**src/rtl/aes_out_sched_pkg.sv**
```systemverilog
// rtl/aes_out_sched_pkg.sv - shared AES constants and output scheduler state encodings
package aes_out_sched_pkg;

    // AES state geometry: Nb columns of WORD_S-bit words
    localparam int Nb     = 4;
    localparam int WORD_S = 32;

    typedef logic [1:0] sched_state_t;

    localparam sched_state_t SCHED_IDLE    = 2'd0;
    localparam sched_state_t SCHED_COLLECT = 2'd1;
    localparam sched_state_t SCHED_DONE    = 2'd2;

endpackage

```
**src/rtl/aes_out_sched_if.sv**
```systemverilog
// rtl/aes_out_sched_if.sv - write port bundle from the scheduler into the output FIFO
//
// Signals:
//   out_fifo_write_tvalid          master -> slave  write strobe
//   aes_controller_out_fifo_data   master -> slave  write data
//   out_fifo_write_tready          slave -> master  FIFO can accept
//   out_fifo_almost_full           slave -> master  FIFO almost full
interface aes_out_sched_if #(
    parameter int FIFO_DATA_WIDTH = 128
);
    logic                       out_fifo_write_tvalid;
    logic [FIFO_DATA_WIDTH-1:0] aes_controller_out_fifo_data;
    logic                       out_fifo_write_tready;
    logic                       out_fifo_almost_full;

    modport master (
        output out_fifo_write_tvalid,
        output aes_controller_out_fifo_data,
        input  out_fifo_write_tready,
        input  out_fifo_almost_full
    );

    modport slave (
        input  out_fifo_write_tvalid,
        input  aes_controller_out_fifo_data,
        output out_fifo_write_tready,
        output out_fifo_almost_full
    );
endinterface

```
**src/rtl/aes_out_sched_rr_turn_counter.sv**
```systemverilog
// rtl/aes_out_sched_rr_turn_counter.sv - modulo-MODULUS counter with enable and synchronous clear
//
// Ports:
//   clk     in   clock
//   resetn  in   synchronous active-low reset
//   clr     in   synchronous clear to 0 (wins over en)
//   en      in   advance by one, wrapping to 0 after MODULUS-1
//   count   out  current value
module rr_turn_counter #(
    parameter int MODULUS = 2,
    parameter int WIDTH   = 1
) (
    input  logic             clk,
    input  logic             resetn,
    input  logic             clr,
    input  logic             en,
    output logic [WIDTH-1:0] count
);
    localparam logic [WIDTH-1:0] LAST = WIDTH'(MODULUS - 1);

    always_ff @(posedge clk) begin
        if (!resetn || clr) begin
            count <= '0;
        end else if (en) begin
            count <= (count == LAST) ? '0 : count + 1'b1;
        end
    end
endmodule

```
**src/rtl/aes_out_sched.sv**
```systemverilog
// rtl/aes_out_sched.sv - in-order round-robin collector of AES engine results into the output FIFO
//
// Ports:
//   m00_axis_aclk     in   clock
//   m00_axis_aresetn  in   synchronous active-low reset
//   pkt_start         in   new packet pulse; pkt_blk_cnt sampled with it
//   pkt_blk_cnt       in   blocks in the packet
//   eng_tvalid        in   per-engine result valid
//   eng_data          in   per-engine 128-bit results, engine i at [i*W +: W]
//   eng_tready        out  one-hot accept to the engine whose turn it is
//   out_fifo          if   master side of the output FIFO write port
//   axis_master_done  in   final stream beat sent
//   processing_done   out  all blocks of the packet written
//   busy              out  scheduler not idle
//   turn              out  current turn pointer
//
// Build option: AES_OUT_SCHED_THROTTLE_EN also withholds grant while the FIFO is almost full.
module aes_out_sched
    import aes_out_sched_pkg::*;
#(
    parameter int NUM_ENGINES     = 2,
    parameter int ENG_IDX_WIDTH   = 1,
    parameter int BLK_CNT_WIDTH   = 16,
    parameter int FIFO_DATA_WIDTH = 128
) (
    input  logic                                   m00_axis_aclk,
    input  logic                                   m00_axis_aresetn,
    input  logic                                   pkt_start,
    input  logic [BLK_CNT_WIDTH-1:0]               pkt_blk_cnt,
    input  logic [NUM_ENGINES-1:0]                 eng_tvalid,
    input  logic [NUM_ENGINES*FIFO_DATA_WIDTH-1:0] eng_data,
    output logic [NUM_ENGINES-1:0]                 eng_tready,
    aes_out_sched_if.master                        out_fifo,
    input  logic                                   axis_master_done,
    output logic                                   processing_done,
    output logic                                   busy,
    output logic [ENG_IDX_WIDTH-1:0]               turn
);
    sched_state_t             state;
    logic [BLK_CNT_WIDTH-1:0] remaining;
    logic                     fifo_ok;
    logic                     grant;
    logic                     start_pkt;

`ifdef AES_OUT_SCHED_THROTTLE_EN
    assign fifo_ok = out_fifo.out_fifo_write_tready && !out_fifo.out_fifo_almost_full;
`else
    logic unused_almost_full;
    assign unused_almost_full = out_fifo.out_fifo_almost_full;
    assign fifo_ok = out_fifo.out_fifo_write_tready;
`endif

    // Only the engine whose turn it is can be granted; others wait their rotation.
    assign grant     = (state == SCHED_COLLECT) && eng_tvalid[turn] && fifo_ok;
    assign start_pkt = (state == SCHED_IDLE) && pkt_start && (pkt_blk_cnt != '0);

    assign eng_tready                            = grant ? (NUM_ENGINES'(1) << turn) : '0;
    assign out_fifo.out_fifo_write_tvalid        = grant;
    assign out_fifo.aes_controller_out_fifo_data =
        eng_data[int'(turn)*FIFO_DATA_WIDTH +: FIFO_DATA_WIDTH];
    assign busy = (state != SCHED_IDLE);

    rr_turn_counter #(
        .MODULUS (NUM_ENGINES),
        .WIDTH   (ENG_IDX_WIDTH)
    ) u_turn (
        .clk    (m00_axis_aclk),
        .resetn (m00_axis_aresetn),
        .clr    (start_pkt),
        .en     (grant),
        .count  (turn)
    );

    always_ff @(posedge m00_axis_aclk) begin
        if (!m00_axis_aresetn) begin
            state           <= SCHED_IDLE;
            remaining       <= '0;
            processing_done <= 1'b0;
        end else begin
            case (state)
                SCHED_IDLE: begin
                    if (pkt_start) begin
                        if (pkt_blk_cnt != '0) begin
                            remaining <= pkt_blk_cnt;
                            state     <= SCHED_COLLECT;
                        end else begin
                            state           <= SCHED_DONE;
                            processing_done <= 1'b1;
                        end
                    end
                end
                SCHED_COLLECT: begin
                    if (grant) begin
                        remaining <= remaining - 1'b1;
                        if (remaining == BLK_CNT_WIDTH'(1)) begin
                            state           <= SCHED_DONE;
                            processing_done <= 1'b1;
                        end
                    end
                end
                SCHED_DONE: begin
                    if (axis_master_done) begin
                        state           <= SCHED_IDLE;
                        processing_done <= 1'b0;
                    end
                end
                default: begin
                    state           <= SCHED_IDLE;
                    processing_done <= 1'b0;
                end
            endcase
        end
    end
endmodule

```
**src/flat_wrapper.sv**
```systemverilog
// flat-port wrapper written by rule: the top's interface ports become plain ports
module aes_out_sched_flat import aes_out_sched_pkg::*;
#(
    parameter int NUM_ENGINES     = 2,
    parameter int ENG_IDX_WIDTH   = 1,
    parameter int BLK_CNT_WIDTH   = 16,
    parameter int FIFO_DATA_WIDTH = 128
)
  (m00_axis_aclk, m00_axis_aresetn, pkt_start, pkt_blk_cnt, eng_tvalid, eng_data, eng_tready, axis_master_done, processing_done, busy, turn, out_fifo_out_fifo_write_tvalid, out_fifo_aes_controller_out_fifo_data, out_fifo_out_fifo_write_tready, out_fifo_out_fifo_almost_full);
  aes_out_sched_if #(.FIFO_DATA_WIDTH(FIFO_DATA_WIDTH)) out_fifo_i ();
  input  logic m00_axis_aclk;
  input  logic m00_axis_aresetn;
  input  logic pkt_start;
  input  logic [BLK_CNT_WIDTH-1:0] pkt_blk_cnt;
  input  logic [NUM_ENGINES-1:0] eng_tvalid;
  input  logic [NUM_ENGINES*FIFO_DATA_WIDTH-1:0] eng_data;
  output logic [NUM_ENGINES-1:0] eng_tready;
  input  logic axis_master_done;
  output logic processing_done;
  output logic busy;
  output logic [ENG_IDX_WIDTH-1:0] turn;
  output wire logic [$bits(out_fifo_i.out_fifo_write_tvalid)-1:0] out_fifo_out_fifo_write_tvalid;
  output wire logic [$bits(out_fifo_i.aes_controller_out_fifo_data)-1:0] out_fifo_aes_controller_out_fifo_data;
  input wire logic [$bits(out_fifo_i.out_fifo_write_tready)-1:0] out_fifo_out_fifo_write_tready;
  input wire logic [$bits(out_fifo_i.out_fifo_almost_full)-1:0] out_fifo_out_fifo_almost_full;
  assign out_fifo_out_fifo_write_tvalid = out_fifo_i.out_fifo_write_tvalid;
  assign out_fifo_aes_controller_out_fifo_data = out_fifo_i.aes_controller_out_fifo_data;
  assign out_fifo_i.out_fifo_write_tready = out_fifo_out_fifo_write_tready;
  assign out_fifo_i.out_fifo_almost_full = out_fifo_out_fifo_almost_full;
  aes_out_sched #(.NUM_ENGINES(NUM_ENGINES), .ENG_IDX_WIDTH(ENG_IDX_WIDTH), .BLK_CNT_WIDTH(BLK_CNT_WIDTH), .FIFO_DATA_WIDTH(FIFO_DATA_WIDTH)) u_core (.m00_axis_aclk(m00_axis_aclk), .m00_axis_aresetn(m00_axis_aresetn), .pkt_start(pkt_start), .pkt_blk_cnt(pkt_blk_cnt), .eng_tvalid(eng_tvalid), .eng_data(eng_data), .eng_tready(eng_tready), .out_fifo(out_fifo_i), .axis_master_done(axis_master_done), .processing_done(processing_done), .busy(busy), .turn(turn));
endmodule
```
**config.mk**
```make
export PLATFORM = sky130hd
export DESIGN_NAME = aes_out_sched_flat
export DESIGN_NICKNAME = d
export VERILOG_FILES = /design/src/rtl/aes_out_sched_pkg.sv /design/src/rtl/aes_out_sched_if.sv /design/src/rtl/aes_out_sched_rr_turn_counter.sv /design/src/rtl/aes_out_sched.sv /design/src/flat_wrapper.sv
export SDC_FILE = /design/constraint.sdc
export NUM_CORES = 1
export LEC_CHECK = 0
export ABC_AREA = 0
export BUFFER_PORTS_ARGS = -buffer_cell sky130_fd_sc_hd__clkbuf_2
export CORE_AREA = 2 2 161 163
export CTS_CLUSTER_SIZE = 28
export DETAILED_ROUTE_END_ITERATION = 8
export DIE_AREA = 0 0 163 165
export PLACE_DENSITY = 0.38
export SYNTH_ARGS = -nofsm -noshare
export SYNTH_HDL_FRONTEND = slang
export SYNTH_SLANG_ARGS = --single-unit
```
**constraint.sdc**
```tcl
create_clock -name m00_axis_aclk -period 1.88 [get_ports m00_axis_aclk]
set_clock_uncertainty 0.05 [all_clocks]
set_input_delay 0.094 -clock m00_axis_aclk [delete_from_list [all_inputs] [get_ports m00_axis_aclk]]
set_output_delay 0.094 -clock m00_axis_aclk [all_outputs]
set_load 0.02 [all_outputs]
```
== Word level (Yosys, flattened, before mapping) ==
Cells that the tools add are included.

* Add/subtract/negate cells: 2
* $mul: 0
* Divide/modulo/power cells: 0
* Order comparisons: 1
* Equality and inequality tests: 9
* Shift operators: 2
* Multiplexer cells: 20
* Bitwise operators: 0
* Reduce and logical (&&, ||, !) cells: 13

{| class="wikitable"
|+ Operator list
! cell !! count
|-
| $shiftx 256x9->128 || 1
|-
| $mux 16 || 3
|-
| $pmux 16 s2 || 1
|-
| $eq 16x1->1 const B || 1
|-
| $reduce_bool 16->1 || 1
|-
| $sub 16x1->16 const B || 1
|-
| $mux 2 || 6
|-
| $ne 2x2->1 const B || 5
|-
| $mux 1 || 8
|-
| $reduce_and 4->1 || 2
|-
| $pmux 2 s3 || 1
|-
| $reduce_and 5->1 || 1
|-
| $logic_and 1x1->1 || 4
|-
| $reduce_bool 2->1 || 2
|-
| $pmux 1 s3 || 1
|-
| $eq 2x1->1 const B || 1
|-
| $eq 2x2->1 const B || 1
|-
| $logic_not 2->1 || 1
|-
| $lt 1x2->1 const B || 1
|-
| $ne 2x1->1 const B || 1
|-
| $shl 1x1->2 const A || 1
|-
| $add 1x1->1 const B || 1
|-
| $logic_not 1->1 || 1
|-
| $logic_or 1x1->1 || 1
|}

* Bits in registers: 20
* Bits in latches: 0
* Memory bits (writable): 0
* ROM bits: 0
* Bits of input ports: 280
* Memories: 0

== Logic depth before layout (Yosys ltp) ==
Gate-level depths: netlist (run 1).

* Word-level depth: 6
* Mapped depth: 7

== Modules after synthesis ==
A second synthesis (run 1) with hierarchy kept.

* Cells, all modules: 319
* Area, all modules: 2979.1 µm²

{| class="wikitable"
|+ By module, submodules not included
! module !! instances !! cells an instance !! area an instance (µm²) !! sequential area each (µm²)
|-
| aes_out_sched || 1 || 316 || 2937.8 || 380.4
|-
| rr_turn_counter || 1 || 3 || 41.3 || 20.0
|}

== Least setup slack after synthesis (run 1) ==
OpenSTA, ideal clock, no wires.

* Kind: register -> register
* From: register u_core.u_turn.count
* To: register u_core.remaining[13]
* Setup time: 0.131 ns
* Arrival: 1.654 ns
* Slack: 0.046 ns
* Stages on the path, launching flop included: 7
* Buffers on the path: 1
* Path through: dfxtp_1 > clkbuf_1 > mux2i_1 > nor2_1 > nand3_1 > o41ai_1 > o22ai_1

* Cells in the longest elaborated chain, start to end: 6

{| class="wikitable"
|+ RTL lines
! element !! line !! text
|-
| from (decl) || aes_out_sched_rr_turn_counter.sv:17 || <nowiki>output logic [WIDTH-1:0] count</nowiki>
|-
| from (signal assigned) || aes_out_sched_rr_turn_counter.sv:25 || <nowiki>count <= (count == LAST) ? '0 : count + 1'b1;</nowiki>
|-
| $mux 1 (implied by the code) (2 in a row) || aes_out_sched.sv:54 || <nowiki>assign grant = (state == SCHED_COLLECT) && eng_tvalid[turn] && fifo_ok;</nowiki>
|-
| $logic_and 1x1->1 (2 in a row) || aes_out_sched.sv:54 ||
|-
| net out_fifo_out_fifo_write_tvalid || flat_wrapper.sv:22 || <nowiki>output wire logic [$bits(out_fifo_i.out_fifo_write_tvalid)-1:0] out_fifo_out_fifo_write_tvalid;</nowiki>
|-
| $ne 2x1->1 (no line) || -- ||
|-
| $reduce_and 4->1 (no line) || -- ||
|-
| to (signal assigned) || aes_out_sched.sv:84 || <nowiki>remaining <= pkt_blk_cnt;</nowiki>
|-
| to (signal assigned) || aes_out_sched.sv:94 || <nowiki>remaining <= remaining - 1'b1;</nowiki>
|-
| to (decl) || aes_out_sched.sv:40 || <nowiki>logic [BLK_CNT_WIDTH-1:0] remaining;</nowiki>
|}

The timed path passes the listed nets, and every way through them passes these cells. The select of a mux whose other input is x is not followed.
A chain may end at the register's enable or synchronous reset.

== Worst setup path in the final report (run 1) ==
* From: register u_core.u_turn.count
* To: output out_fifo_aes_controller_out_fifo_data[46]

* Cells in the longest elaborated chain, start to end: 1

{| class="wikitable"
|+ RTL lines
! element !! line !! text
|-
| $shiftx 256x9->128 || aes_out_sched.sv:60 || <nowiki>eng_data[int'(turn)*FIFO_DATA_WIDTH +: FIFO_DATA_WIDTH];</nowiki>
|-
| to (decl) || flat_wrapper.sv:23 || <nowiki>output wire logic [$bits(out_fifo_i.aes_controller_out_fifo_data)-1:0] out_fifo_aes_controller_out_fifo_data;</nowiki>
|}

Every way passes these cells.

==> reports/qor.yml, run 1 <==
final_layout:
  post-route-util_pct: 22.37
  num-nets-final: 1021
  stdcell_area_um2: 5602
  drive_above_1_share_pct: 79.67
  area_growth_syn_to_layout_pct: 98.98
power:
  ir_worst_vdd_uv: 306.8
  power_frac_seq_pct: 20.7
  intPower_mw: 1.452
  switching_share_pct: 40.09
  power.switching_mw: 0.9714
  powerDensity_nw_per_um2: 432.6
  clkPwrFrac_pct: 20.6
  comb_power_share_pct: 58.6
  p_leak_nw: 2.835
synth:
  postSynthCellCount: 314
  synthTopCellsByCount: "mux2_2, nand2_1, dfxtp_1"
  synth_fa_ha_area_share_pct: 0.8889
  synth-xor-area-share_pct: 0.6222
  syn-cell-area_um2: 2815
  synth_compound_area_share_pct: 12.67
  syn_nets: 596
  synth_edf_count: 0
  synthFlopType: "dfxtp_1"
  synth_most_common_cell: "mux2_2"
  seq_area_frac_synth_pct: 14.22
  synth_area_leaders: "mux2_2, dfxtp_1, nand2_1"
  syn_area_per_cell_um2: 8.966
  synth_seq_cells: 20
  synth_top_area_share_pct: 51.20
  synth.distinct_cells: 44
  muxShareOfSynthArea_pct: 51.91
  synthSimpleGateAreaFrac_pct: 15.64
  synth_warnings: 0
  netlist.top_cell.by_area: "mux2_2"
  synth_top_family_by_area: "multiplexers"
  async_reset_ff_share_pct: 0
setup_path:
  cp.required_ns: 1.74
  slowest_delay_ns: 0.41
  rrSetupSlack_ns: 0.15
  reg2reg_depth: 5
  worstPathMaxFanout: 26
  cp.arrival_ns: 1.65
  cp_slowest_cell: "dfxtp_4"
  r2r_start: "u_core.remaining[8]"
  r2r-end: "u_core.processing_done"
  crit_chain: "buf_16 -> buf_6 -> mux2_2 -> clkbuf_2"
  crit_type: "flip-flop to output pin"
  cp-end-kind: "output pin"
  worst_setup_path_start_kind: "flip-flop"
floorplanning:
  initial_core_util_pct: 11.24
  fp-row-count: 58
  die_x_um: 163
  die-area_um2: 26900
  core_um2: 25040
  die_h_um: 165
  io-pin-count: 414
timing:
  hold_ws_ns: 0.07371
  min_period_ns: 1.794
  fin_crit_sh_pct: 95.44
  tightest_slew_ns: 0.5549
  slew_headroom_pct: 63.00
  finalSetupViolations: 0
  max_freq_mhz: 557.3
  hold_viol_final: 0
  grt_setup_unrepaired: "no"
  slew_violations: 0
placement:
  place_hpwl_mm: 17.63
  gp_congestion: 0.8308
  placed_cell_area_um2: 5445
  io_buffers: 412
detailed_routing:
  route.detailed.drc: 0
  drt-vias-per-instance: 3.880
  drt_wl_total_mm: 19.67
  drtIter0Drc: 125
  first_pass_iters: 5
  ant_nets: 0
  wl_per_cell_um: 18.33
  vias: 4163
cts:
  htreeDepth: 1
  cts_tree: "built"
  cts_root_buf: "clkbuf_16"
  clk_latency_ns: 0.25
  path_clk_slew_ns: 0.06
  clock-sinks: 20
  post_cts_buffers: 0
  cts_buffer_depth: 2
  cts_buffers: 3
run:
  drv_cap: 0
grt:
  grt_max_degree: 53
  antenna_found_initial: 11
  grt_overflow: 0
  grt_pass1_wl_mm: 25.70
  grt_pass1_vias: 3934
  grtUsageTotal_pct: 12.99
hold_path:
  min_delay_path_depth: 3
  min_to: "u_core.state[0]"
  min_from: "pkt_start"
  worstHoldPathType: "primary input to flip-flop"
status:
  status: "completed"
==> final cells by class <==
type	instances	area, µm²
multi-input combinational	268	2301
timing repair buffer	444	2375
antenna	5	12.51
fill	2881	19430
tap	330	412.9
clock buffer	4	88.84
sequential	20	404.1
inverter	2	7.507
==> critical path, delay by kind of cell, from the launching register on <==
family	cells	cell delay, ns
DFF	1	0.41
muxes	1	0.37
buffers and inverters	3	0.58
==> layer usage <==
metal	part of all wire, %	up-vias	wire length, µm	global-route usage, %
li1	-	2051	-	-
met1	42	1918	8189	16.00
met2	47	164	9184	21.51
met3	11	18	2066	5.650
met4	0.74	12	146	1.689
met5	0.40	-	79	0
==> cells by family after synthesis <==
family                     after synthesis
DFF                                     20
adders and majority gates                2
buffers and inverters                   26
AOI/OAI and AO/OA                       54
xor gates and xnor gates                 2
muxes                                  130
and+or+nand+nor                         80
==> state kept, by name, summed over array words and instances, names as in the netlist <==
register                count
u_core.processing_done      1
u_core.state                2
u_core.u_turn.count         1
u_core.remaining           16
==> per-stage QoR <==
step	TNS [ns]	power [mW]	std cells	worst slack, ns
3_3_place_gp	0	1.940	1063	0.1129
2_1_floorplan	0	1.229	314	0.04563
5_1_grt	0	2.582	1068	0.01068
6_report	0	2.423	1073	0.08568
4_1_cts	-0.0003780	2.447	1067	-0.0003780
3_5_place_dp	0	1.937	1063	0.1006
==> what timing repair did <==
item,in CTS,in global routing
hold buffers,0,0
resized for setup,4,3
endpoints found under the setup margin,40,52
cloned,0,1
pin swaps,0,1
==> cells in the final DEF, fill, tap and decap left out, drive strengths merged <==
cell type	n
a21oi	13
a31o	5
a31oi	2
a41oi	1
buf	31
clkbuf	417
dfxtp	20
diode	5
ha	2
inv	2
mux2	128
mux2i	2
nand2	23
nand2b	2
nand3	9
nand3b	1
nand4	4
nand4b	1
nor2	16
nor2b	1
nor3	6
nor3b	3
nor4	7
nor4b	1
o2111ai	1
o211ai	3
o21a	2
o21ai	13
o21bai	1
o221a	1
o22ai	4
o31ai	5
o41ai	3
or2	3
or3	1
or4	2
xnor2	2
==> worst max path at each step <==
| stage | from | endpoint | slack [ns] | cells after the start |
|---|---|---|---|---|
| floorplan | u_core.u_turn.count | u_core.remaining[13] | 0.05 | 6 |
| global placement | u_core.remaining[7] | u_core.state[0] | 0.11 | 5 |
| detailed placement | u_core.remaining[7] | u_core.processing_done | 0.10 | 5 |
| CTS | u_core.u_turn.count | out_fifo_aes_controller_out_fifo_data[114] | -0.0004 | 4 |
| global route | u_core.u_turn.count | out_fifo_aes_controller_out_fifo_data[46] | 0.01 | 4 |
| finish | u_core.u_turn.count | out_fifo_aes_controller_out_fifo_data[46] | 0.09 | 4 |
==> power by group through the flow <==
stage                     clock network [mW]  registers (mW)  logic, mW
after floorplan                            0           0.505      0.724
after global placement                     0           0.512       1.43
after detailed placement                   0           0.511       1.43
after CTS                              0.510           0.502       1.44
after global routing                   0.539           0.509       1.53
final                                  0.500           0.502       1.42
(Power assumes the default switching activity.)
==> run 2: changes to the inputs <==
==> constraint.sdc (replaced) <==
create_clock -name m00_axis_aclk -period 1.88 [get_ports m00_axis_aclk]
set_clock_uncertainty 0.05 [all_clocks]
set_input_delay 0.094 -clock m00_axis_aclk [delete_from_list [all_inputs] [get_ports m00_axis_aclk]]
set_output_delay 0.094 -clock m00_axis_aclk [all_outputs]
set_load 0.05 [all_outputs]
==> reports/qor.yml, run 2 (synthesized netlist as in run 1, its figures left out) <==
final_layout:
  layout_commonest_cell: "clkbuf_2"  # unchanged
  regArea_um2: 404.1  # unchanged
  multi_input_area_um2: 2321  # was 2301 µm²
  drive_above_1_share_pct: 80.00  # was 79.67%
  largest_reg_flops: 16  # unchanged
  num-fill-cells: 2875  # was 2881
  top_regs: "u_core.remaining x16, u_core.state x2"  # unchanged
  area_growth_syn_to_layout_pct: 97.47  # was 98.98%
  final_cell_mix: "clkbuf_2, mux2_2, nand2_1"  # was clkbuf_2, mux2_2, buf_4
  num-nets-final: 1013  # was 1021
  top_register: "u_core.remaining"  # unchanged
timing:
  grt_setup_unrepaired: "no"  # unchanged
  max_freq_mhz: 555.7  # was 557.3 MHz
  finalSetupViolations: 0  # unchanged
  fin_crit_sh_pct: 95.72  # was 95.44%
  tightest_slew_ns: 0.4330  # was 0.5549 ns
  hold_viol_final: 0  # unchanged
  fin_tns_setup_ns: 0  # unchanged
  slew_headroom_pct: 71.14  # was 63.00%
  layout_setup_ws_ns: 0.08041  # was 0.08568 ns
  slew_violations: 0  # unchanged
  min_period_ns: 1.800  # was 1.794 ns
setup_path:
  cp.arrival_ns: 1.66  # was 1.65 ns
  rrSetupSlack_ns: 0.11  # was 0.15 ns
  cp.required_ns: 1.74  # about the same
  worstPathMaxFanout: 43  # was 26
  cp-end-kind: "output pin"  # unchanged
  crit_type: "flip-flop to output pin"  # unchanged
  worst_setup_path_start_kind: "flip-flop"  # unchanged
power:
  intPower_mw: 1.439  # was 1.452 mW
  ir_worst_vdd_uv: 293.8  # was 306.8 µV
  power.switching_mw: 1.397  # was 0.9714 mW
  power_frac_seq_pct: 17.7  # was 20.7%
  switching_share_pct: 49.24  # was 40.09%
  comb_power_share_pct: 64.4  # was 58.6%
  clkPwrFrac_pct: 17.9  # was 20.6%
  powerDensity_nw_per_um2: 510.2  # was 432.6 nW/µm²
  p_leak_nw: 2.802  # was 2.835 nW
floorplanning:
  io-pin-count: 414  # unchanged
  die-area_um2: 26900  # unchanged
  initial_core_util_pct: 11.24  # unchanged
  fp-row-count: 58  # unchanged
  die_x_um: 163  # unchanged
  die_h_um: 165  # unchanged
  core_um2: 25040  # unchanged
detailed_routing:
  first_pass_iters: 4  # was 5
  ant_nets: 0  # unchanged
  route.detailed.drc: 0  # unchanged
  drtIter0Drc: 247  # was 125
  vias: 4114  # was 4163
  wl_per_cell_um: 18.37  # was 18.33 µm
  drt_wl_total_mm: 19.51  # was 19.67 mm
  drt-vias-per-instance: 3.874  # was 3.880
cts:
  cts_buffer_depth: 2  # unchanged
  clk_latency_ns: 0.26  # was 0.25 ns
  cts_buffers: 3  # unchanged
  cts_tree: "built"  # unchanged
  postCtsHoldBufs: 0  # unchanged
  htreeDepth: 1  # unchanged
  path_clk_slew_ns: 0.06  # about the same
  cts_root_buf: "clkbuf_16"  # unchanged
  clock-sinks: 20  # unchanged
placement:
  pre_cts_slack_ns: 0.1092  # was 0.1006 ns
  io_buffers: 412  # unchanged
  gp_congestion: 0.7847  # was 0.8308
  place_hpwl_mm: 17.40  # was 17.63 mm
grt:
  grtUsageTotal_pct: 12.83  # was 12.99%
  grt_overflow: 0  # unchanged
  grt_pass1_vias: 3798  # was 3934
  grt_pass1_wl_mm: 25.70  # about the same
  grt_max_degree: 48  # was 53
  antenna_found_initial: 5  # was 11
hold_path:
  worstHoldPathType: "primary input to flip-flop"  # unchanged
status:
  status: "completed"  # unchanged
run:
  drv_cap: 0  # unchanged
==> run 2: cell count changes in the layout (fill, tap and decap cells not counted) <==
cell       delta
buf_4         -6
diode_2       -3
buf_12        +2
buf_6         -2
buf_8         -2
nor2_1        -2
nor3b_1       -2
nor3b_2       +2
buf_16        +1
clkbuf_16     -1
nor2_2        +1
nor2_4        +1
==> run 2: final timing paths <==
check | startpoint | end | cells after the start
worst max-delay path | u_core.u_turn.count | out_fifo_aes_controller_out_fifo_data[91] | 3
worst min-delay path | pkt_start | u_core.state[0] | 3
worst max register to register | u_core.remaining[7] | u_core.processing_done | 5
worst min register to register | u_core.remaining[13] | u_core.remaining[13] | 2
==> run 2: through the flow <==
step | total power [mW] | hold WS (ns) | std cells | area (µm²) | util [%]
after floorplan | 1.664 | 0.2171 | 314 | 2831 | -
after global placement | 2.345 | 0.3446 | 1055 | 5425 | 21.67
after detailed placement | 2.344 | 0.3366 | 1055 | 5425 | 21.67
after CTS | 2.861 | 0.06467 | 1060 | 5554 | 22.18
after global routing | 2.978 | 0.07813 | 1060 | 5554 | 22.18
final | 2.836 | 0.06531 | 1062 | 5559 | 22.20
==> run 2: worst max-delay path, stage by stage, from the launching register on <==
cell and delay [ns]:
dfxtp_4 0.43, buf_16 0.24, mux2_2 0.44, clkbuf_2 0.26
==> run 2: cell type report <==
cell class | instances | share of cell area [%]
sequential | 20 | 7.270
clock buffer | 4 | 1.598
timing repair buffer | 436 | 41.73
inverter | 2 | 0.1350
tap | 330 | 7.427
multi-input combinational | 268 | 41.75
antenna | 2 | 0.09003
==> run 2: power groups by stage <==
| stage | clock network [mW] | logic (mW) | registers (mW) |
|---|---|---|---|
| floorplan | 0 | 1.16 | 0.507 |
| global placement | 0 | 1.83 | 0.511 |
| detailed placement | 0 | 1.83 | 0.510 |
| CTS | 0.513 | 1.85 | 0.501 |
| global route | 0.535 | 1.93 | 0.509 |
| finish | 0.507 | 1.83 | 0.502 |
==> run 2: timing repair <==
item	in CTS	in global routing
gates resized for setup	1	2
buffers inserted	0	0
gates cloned	1	0
pin swaps	0	0
setup endpoints to repair	13	10
==> run 2: per-layer routing <==
metal / up-vias / part of all wire [%] / GRT usage [%]
li1: 2030 / - / -
met1: 1875 / 41 / 16.70
met2: 187 / 49 / 21.90
met3: 16 / 9.1 / 3.541
met4: 6 / 0.90 / 1.207
met5: - / 0.21 / 0
